## src/rtl/branch_resolve_unit_pkg.sv

```systemverilog
// Shared definitions for the branch resolve unit: default sizes and the checkpoint entry record.
// The predicted target lives beside the record so its width can follow the TW parameter.
package branch_resolve_unit_pkg;

    localparam int BRU_DEPTH = 2;
    localparam int BRU_IW    = 6;
    localparam int BRU_TW    = 32;

    typedef logic [BRU_IW-1:0] rob_indx_t;

    typedef struct packed {
        logic      valid;
        rob_indx_t indx;
        logic      pred_taken;
        logic      resolved;
    } brch_entry_t;

endpackage

```

## src/rtl/branch_resolve_unit_brch_match.sv

```systemverilog
// Combinational lookup of a resolved ROB index against all live, unresolved checkpoints.
// Returns the lowest matching slot; ROB indices are unique among outstanding branches.
module brch_match
    import branch_resolve_unit_pkg::*;
#(
    parameter int DEPTH = BRU_DEPTH,
    parameter int PW    = 1
) (
    input  brch_entry_t     entries_i [DEPTH],
    input  rob_indx_t       ex_indx_i,
    output logic            hit_o,
    output logic [PW-1:0]   slot_o
);

    logic            hit_s;
    logic [PW-1:0]   slot_s;
    logic            m_s;

    // priority search, descending so the lowest matching slot wins
    always_comb begin
        hit_s  = 1'b0;
        slot_s = '0;
        m_s    = 1'b0;
        for (int i = DEPTH - 1; i >= 0; i--) begin
            m_s    = entries_i[i].valid && !entries_i[i].resolved &&
                     (entries_i[i].indx == ex_indx_i);
            hit_s  = hit_s | m_s;
            slot_s = m_s ? PW'(i) : slot_s;
        end
    end

    assign hit_o  = hit_s;
    assign slot_o = slot_s;

endmodule

```

## src/rtl/branch_resolve_unit.sv

```systemverilog
// Branch checkpoint table: tracks in-flight branches in age order, flags mispredictions
// with a redirect, squashes younger checkpoints, and reports in-order branch commits.
module branch_resolve_unit
    import branch_resolve_unit_pkg::*;
#(
    parameter int DEPTH = BRU_DEPTH,
    parameter int TW    = BRU_TW
) (
    input  logic          clk,
    input  logic          rst,
    input  logic          brch_alloc,
    input  logic [5:0]    brch_alloc_indx,
    input  logic          pred_taken,
    input  logic [TW-1:0] pred_target,
    input  logic          ex_valid,
    input  logic [5:0]    ex_indx,
    input  logic          ex_taken,
    input  logic [TW-1:0] ex_target,
    input  logic          rob_head_valid,
    input  logic [5:0]    rob_head_indx,
    output logic          brch_full,
    output logic          mis_pred,
    output logic [5:0]    brch_mis_indx,
    output logic [TW-1:0] redirect_pc,
    output logic          cmt_brch,
    output logic [5:0]    cmt_brch_indx
);

    localparam int PW = (DEPTH > 1) ? $clog2(DEPTH) : 1;
    localparam int CW = $clog2(DEPTH + 1);

    brch_entry_t   ent_q [DEPTH];
    brch_entry_t   ent_d [DEPTH];
    logic [TW-1:0] tgt_q [DEPTH];
    logic [TW-1:0] tgt_d [DEPTH];
    logic [PW-1:0] head_q, head_d, tail_q, tail_d;
    logic [CW-1:0] count_q, count_d;

    logic          mis_pred_q, mis_pred_d;
    logic [5:0]    brch_mis_indx_q, brch_mis_indx_d;
    logic [TW-1:0] redirect_pc_q, redirect_pc_d;
    logic          cmt_brch_q, cmt_brch_d;
    logic [5:0]    cmt_brch_indx_q, cmt_brch_indx_d;

    logic          hit_s;
    logic [PW-1:0] slot_s;
    logic [PW-1:0] slot_off_s;
    logic          full_s, mispred_s, commit_s, alloc_s;

    brch_match #(.DEPTH(DEPTH), .PW(PW)) u_match (
        .entries_i (ent_q),
        .ex_indx_i (ex_indx),
        .hit_o     (hit_s),
        .slot_o    (slot_s)
    );

    // next-state: resolve, squash, commit and allocate, in that order of precedence
    always_comb begin
        ent_d           = ent_q;
        tgt_d           = tgt_q;
        head_d          = head_q;
        tail_d          = tail_q;
        count_d         = count_q;
        full_s          = (count_q == CW'(DEPTH));
        slot_off_s      = slot_s - head_q;
        mispred_s       = ex_valid && hit_s &&
                          ((ex_taken != ent_q[slot_s].pred_taken) ||
                           (ex_taken && (ex_target != tgt_q[slot_s])));
        commit_s        = ent_q[head_q].valid && ent_q[head_q].resolved &&
                          rob_head_valid && (rob_head_indx == ent_q[head_q].indx);
        // a commit frees the head slot this cycle, so a full table can still take one
        alloc_s         = brch_alloc && !mispred_s && (!full_s || commit_s);

        mis_pred_d      = mispred_s;
        brch_mis_indx_d = mispred_s ? ex_indx : brch_mis_indx_q;
        redirect_pc_d   = mispred_s ? ex_target : redirect_pc_q;
        cmt_brch_d      = commit_s;
        cmt_brch_indx_d = commit_s ? ent_q[head_q].indx : cmt_brch_indx_q;

        if (ex_valid && hit_s) begin
            ent_d[slot_s].resolved = 1'b1;
        end else begin
            ent_d[slot_s].resolved = ent_q[slot_s].resolved;
        end

        if (mispred_s) begin
            for (int i = 0; i < DEPTH; i++) begin
                if ((PW'(i) - head_q) > slot_off_s) begin
                    ent_d[i].valid = 1'b0;
                end else begin
                    ent_d[i].valid = ent_q[i].valid;
                end
            end
            tail_d  = slot_s + PW'(1);
            count_d = CW'(slot_off_s) + CW'(1) - CW'(commit_s);
        end else begin
            tail_d  = tail_q + PW'(alloc_s);
            count_d = count_q + CW'(alloc_s) - CW'(commit_s);
        end

        if (commit_s) begin
            ent_d[head_q].valid = 1'b0;
            head_d              = head_q + PW'(1);
        end else begin
            head_d = head_q;
        end

        if (alloc_s) begin
            ent_d[tail_q] = '{valid: 1'b1, indx: brch_alloc_indx,
                              pred_taken: pred_taken, resolved: 1'b0};
            tgt_d[tail_q] = pred_target;
        end else begin
            tgt_d[tail_q] = tgt_q[tail_q];
        end
    end

    // state and output registers with synchronous reset
    always_ff @(posedge clk) begin
        if (rst) begin
            for (int i = 0; i < DEPTH; i++) begin
                ent_q[i] <= '0;
                tgt_q[i] <= '0;
            end
            head_q          <= '0;
            tail_q          <= '0;
            count_q         <= '0;
            mis_pred_q      <= 1'b0;
            brch_mis_indx_q <= 6'd0;
            redirect_pc_q   <= '0;
            cmt_brch_q      <= 1'b0;
            cmt_brch_indx_q <= 6'd0;
        end else begin
            ent_q           <= ent_d;
            tgt_q           <= tgt_d;
            head_q          <= head_d;
            tail_q          <= tail_d;
            count_q         <= count_d;
            mis_pred_q      <= mis_pred_d;
            brch_mis_indx_q <= brch_mis_indx_d;
            redirect_pc_q   <= redirect_pc_d;
            cmt_brch_q      <= cmt_brch_d;
            cmt_brch_indx_q <= cmt_brch_indx_d;
        end
    end

    assign brch_full     = (count_q == CW'(DEPTH));
    assign mis_pred      = mis_pred_q;
    assign brch_mis_indx = brch_mis_indx_q;
    assign redirect_pc   = redirect_pc_q;
    assign cmt_brch      = cmt_brch_q;
    assign cmt_brch_indx = cmt_brch_indx_q;

endmodule

```

## config.mk

```make
export PLATFORM = sky130hd
export DESIGN_NAME = branch_resolve_unit
export DESIGN_NICKNAME = d
export VERILOG_FILES = /design/src/rtl/branch_resolve_unit_pkg.sv /design/src/rtl/branch_resolve_unit_brch_match.sv /design/src/rtl/branch_resolve_unit.sv
export SDC_FILE = /design/constraint.sdc
export NUM_CORES = 1
export LEC_CHECK = 0
export ABC_AREA = 1
export ABC_CLOCK_PERIOD_IN_PS = 4900
export CAP_MARGIN = 5
export CORE_ASPECT_RATIO = 1.2
export CORE_MARGIN = 5
export CORE_UTILIZATION = 44
export DETAILED_ROUTE_END_ITERATION = 10
export GPL_TIMING_DRIVEN = 1
export PLACE_DENSITY = 0.69
export SKIP_LAST_GASP = 1
export SYNTH_ARGS = -nofsm -noshare
export SYNTH_HDL_FRONTEND = slang
export SYNTH_SLANG_ARGS = --single-unit
```

## constraint.sdc

```tcl
create_clock -name clk -period 4.9 [get_ports clk]
set_input_delay 0.98 -clock clk [delete_from_list [all_inputs] [get_ports clk]]
set_output_delay 0.98 -clock clk [all_outputs]
set_load 0.005 [all_outputs]
```

==> out/metrics.yaml <==
layout:
  drive_gt1_share_pct: 4.87
  area_delta_synth_final_pct: 27.6
  final_cells: 1570
  post-route-cell-area_um2: 9650
  finalCoreUtilization_pct: 57.3
  n_antenna_cell: 0
  fin_nets: 1437
  nFillCells: 1659
power:
  p_leak_nw: 4.62
  p_per_area_nw_per_um2: 330
  vdd_drop_max_v: 0.000228
sta:
  finalCritPeriodShare_pct: 88.9
  finalSetupTns_ps: 0
  setup_viol: 0
  finalCriticalPeriod_ps: 4360
  worstMarginPinSlew_ps: 1070
  relSlewSlack_pct: 28.6
  rsz0062_at_grt: "no"
  finalHoldViolations: 0
  timing.fmax_mhz: 229
  fin_skew_ps: 8.53
  drv_slew: 0
logic_synthesis:
  synthTopCellsByArea: "dfxtp_1 35%, nand2_1 17%, inv_1 11%"
  avgSynthCellArea_um2: 6.11
  synth_top_area_share_pct: 35.0
  ys_seq_elements: 132
  ys_types: 38
  synthCells: 1238
  yosysTopAreaCell: "dfxtp_1"
  yosys_warnings: 0
  synth-seq-area-share_pct: 35.0
  synthesis.area_um2: 7560
  synth_nets: 1334
clock_network:
  tritoncts: "done"
  clock-sinks: 132
  clock_latency_ps: 430
  post_cts_resized: 0
  h-tree-depth: 4
  postCtsHoldBufs: 0
  postCtsSetupBuffers: 0
  cts-root-buf: "clkbuf_16"
  cts_buffer_depth: 2
  path_clk_slew_ps: 60
  numCtsBuffers: 17
worst_setup_path:
  worstSetupEndpointType: "register"
  path_class: "in2reg"
  worstPathArrival_ps: 4670
  start_kind: "input port"
  path_max_fanout: 123
  cp_data_required_time_ps: 5210
detailed_routing:
  wire_per_inst_um: 14.8
  drtIter0Drc: 582
  vias: 7710
  routed_wl_mm: 23.2
  drc: 0
  dr.pass1.iters: 5
  drtAntennaViolNets: 0
  routed_via_density: 4.91
placement:
  gp_congestion: 1.03
  io_buffers: 135
  numPlacedInstances: 1538
  post_dp_cell_area_um2: 8980
  place_hpwl_mm: 17.1
global_route:
  grt_start_max_net_pins: 124
  gr-usage-all-layers_pct: 23.5
  grt_pass1_wl_mm: 37.2
  antenna_found_initial: 0
  grt_pass1_vias: 7202
  grt-ovfl-total: 0
status:
  status: "complete, no violations"
hold_path:
  min_path_type: "reg2reg"
die:
  placement_rows: 52
  core_area_um2: 16900
  die-area_um2: 19900
  start_util_pct: 44.9
  die_x_um: 130
  io_pins: 136
  die_y_um: 154
flow_run:
  maxCapViolations: 0
per-layer routing:
metal | part of all wire, % | GRT usage, % | vias to the layer above
li1 | - | - | 4036
met1 | 45 | 31.6 | 3374
met2 | 45 | 37.3 | 255
met3 | 6.7 | 4.34 | 45
met4 | 3.1 | 9.26 | 0
met5 | 0 | 0 | -
cell type report:
class / count / area (µm²) / share of cell area [%]
well taps: 216 / 270 / 2.80
flip-flops and latches: 132 / 2640 / 27.4
multi-input cells: 809 / 3720 / 38.5
clock inverters: 11 / 198 / 2.05
clock buffers: 21 / 470 / 4.88
inverters: 232 / 871 / 9.02
repair buffers: 149 / 1480 / 15.4
cell usage in the layout, fill, tap and decap left out, drive strengths merged:
| master | n |
|---|---|
| a211oi | 6 |
| a21boi | 1 |
| a21o | 1 |
| a21oi | 18 |
| a31oi | 1 |
| and2 | 1 |
| and3 | 1 |
| buf | 14 |
| bufinv | 5 |
| clkbuf | 21 |
| clkdlybuf4s50 | 135 |
| clkinv | 5 |
| clkinvlp | 1 |
| dfxtp | 132 |
| ha | 7 |
| inv | 232 |
| nand2 | 339 |
| nand3 | 65 |
| nand3b | 5 |
| nand4 | 83 |
| nor2 | 189 |
| nor3 | 6 |
| nor4 | 2 |
| o2111ai | 2 |
| o211ai | 9 |
| o21a | 1 |
| o21ai | 63 |
| o22ai | 1 |
| or3 | 1 |
| xnor2 | 7 |
per-stage QoR:
stage / total power, mW / hold WS (ps) / setup WS (ps)
floorplan: 1.57 / 445 / 1210
global placement: 1.77 / 462 / 302
detailed placement: 1.77 / 472 / 270
CTS: 3.20 / 486 / 676
global route: 3.34 / 511 / 203
finish: 3.18 / 481 / 542
kinds of logic after synthesis:
group                    Yosys count  share of synthesized area (%)
AND/OR/NAND/NOR                  692                           39.4
buffers and inverters            297                           16.0
flip-flops                       132                           35.0
AO/OA/AOI/OAI                    103                           7.61
XOR/XNOR                           7                          0.811
adder cells (fa/ha/maj)            7                           1.16
report_power, final:
part	switching (mW)	total (mW)	internal [mW]
clock	0.487	1.43	0.946
combinational	0.346	0.569	0.223
sequential	0.0418	1.18	1.14
total	0.875	3.18	2.31
path summary, 6_finish.rpt:
check | to | cells after the start | slack, ps | from
min | redirect_pc[10]$_SDFFE_PP0N_ | 2 | 480 | redirect_pc[10]$_SDFFE_PP0N_
max reg2reg | count_q[1]$_SDFF_PP0_ | 21 | 1270 | ent_q[12]$_SDFFE_PP0P_
max | count_q[1]$_SDFF_PP0_ | 22 | 540 | ex_indx[0]
min reg2reg | redirect_pc[10]$_SDFFE_PP0N_ | 2 | 480 | redirect_pc[10]$_SDFFE_PP0N_
cells in the mapped netlist:
master / n
xnor2_1: 7
nor2_1: 188
a21o_1: 1
buf_4: 7
or3_1: 1
dfxtp_1: 132
o211ai_2: 1
o21ai_1: 19
nor2_4: 1
o2111ai_1: 2
nand2_1: 338
a21oi_1: 18
nor3_2: 1
nand3b_1: 5
and3_1: 1
a211oi_1: 6
buf_6: 6
o21ai_0: 44
o22ai_1: 1
inv_2: 11
a31oi_1: 1
nand3_1: 61
nand2_4: 1
nand4_1: 83
and2_1: 1
o21a_1: 1
nor4_1: 2
a21boi_0: 1
clkinv_1: 2
buf_1: 8
nor3_1: 5
ha_1: 7
o211ai_1: 8
nand3_4: 2
buf_2: 21
inv_1: 219
clkbuf_1: 23
nand3_2: 2
sequential cells by signal, summed over array words and instances, names as in the netlist:
signal,flops
cmt_brch,1
ent_q,18
tgt_q,64
tail_q,1
count_q,2
redirect_pc,32
mis_pred,1
cmt_brch_indx,6
brch_mis_indx,6
head_q,1
critical path, stage by stage:
cell and delay, ps:
clkdlybuf4s50_1 560, inv_1 80, nand2_1 60, nand3_1 90
nor2_1 160, nand3_2 120, nand2_1 150, buf_4 270
nand2_1 100, nand2_1 110, nand2_1 60, nand2_1 60
nand2_1 60, nor2_1 120, nand2_1 60, nor2_1 140
nand3_2 140, nand2_4 100, buf_12 340, inv_2 440
o21ai_1 250, nor2_1 50
(Power assumes the default switching activity.)
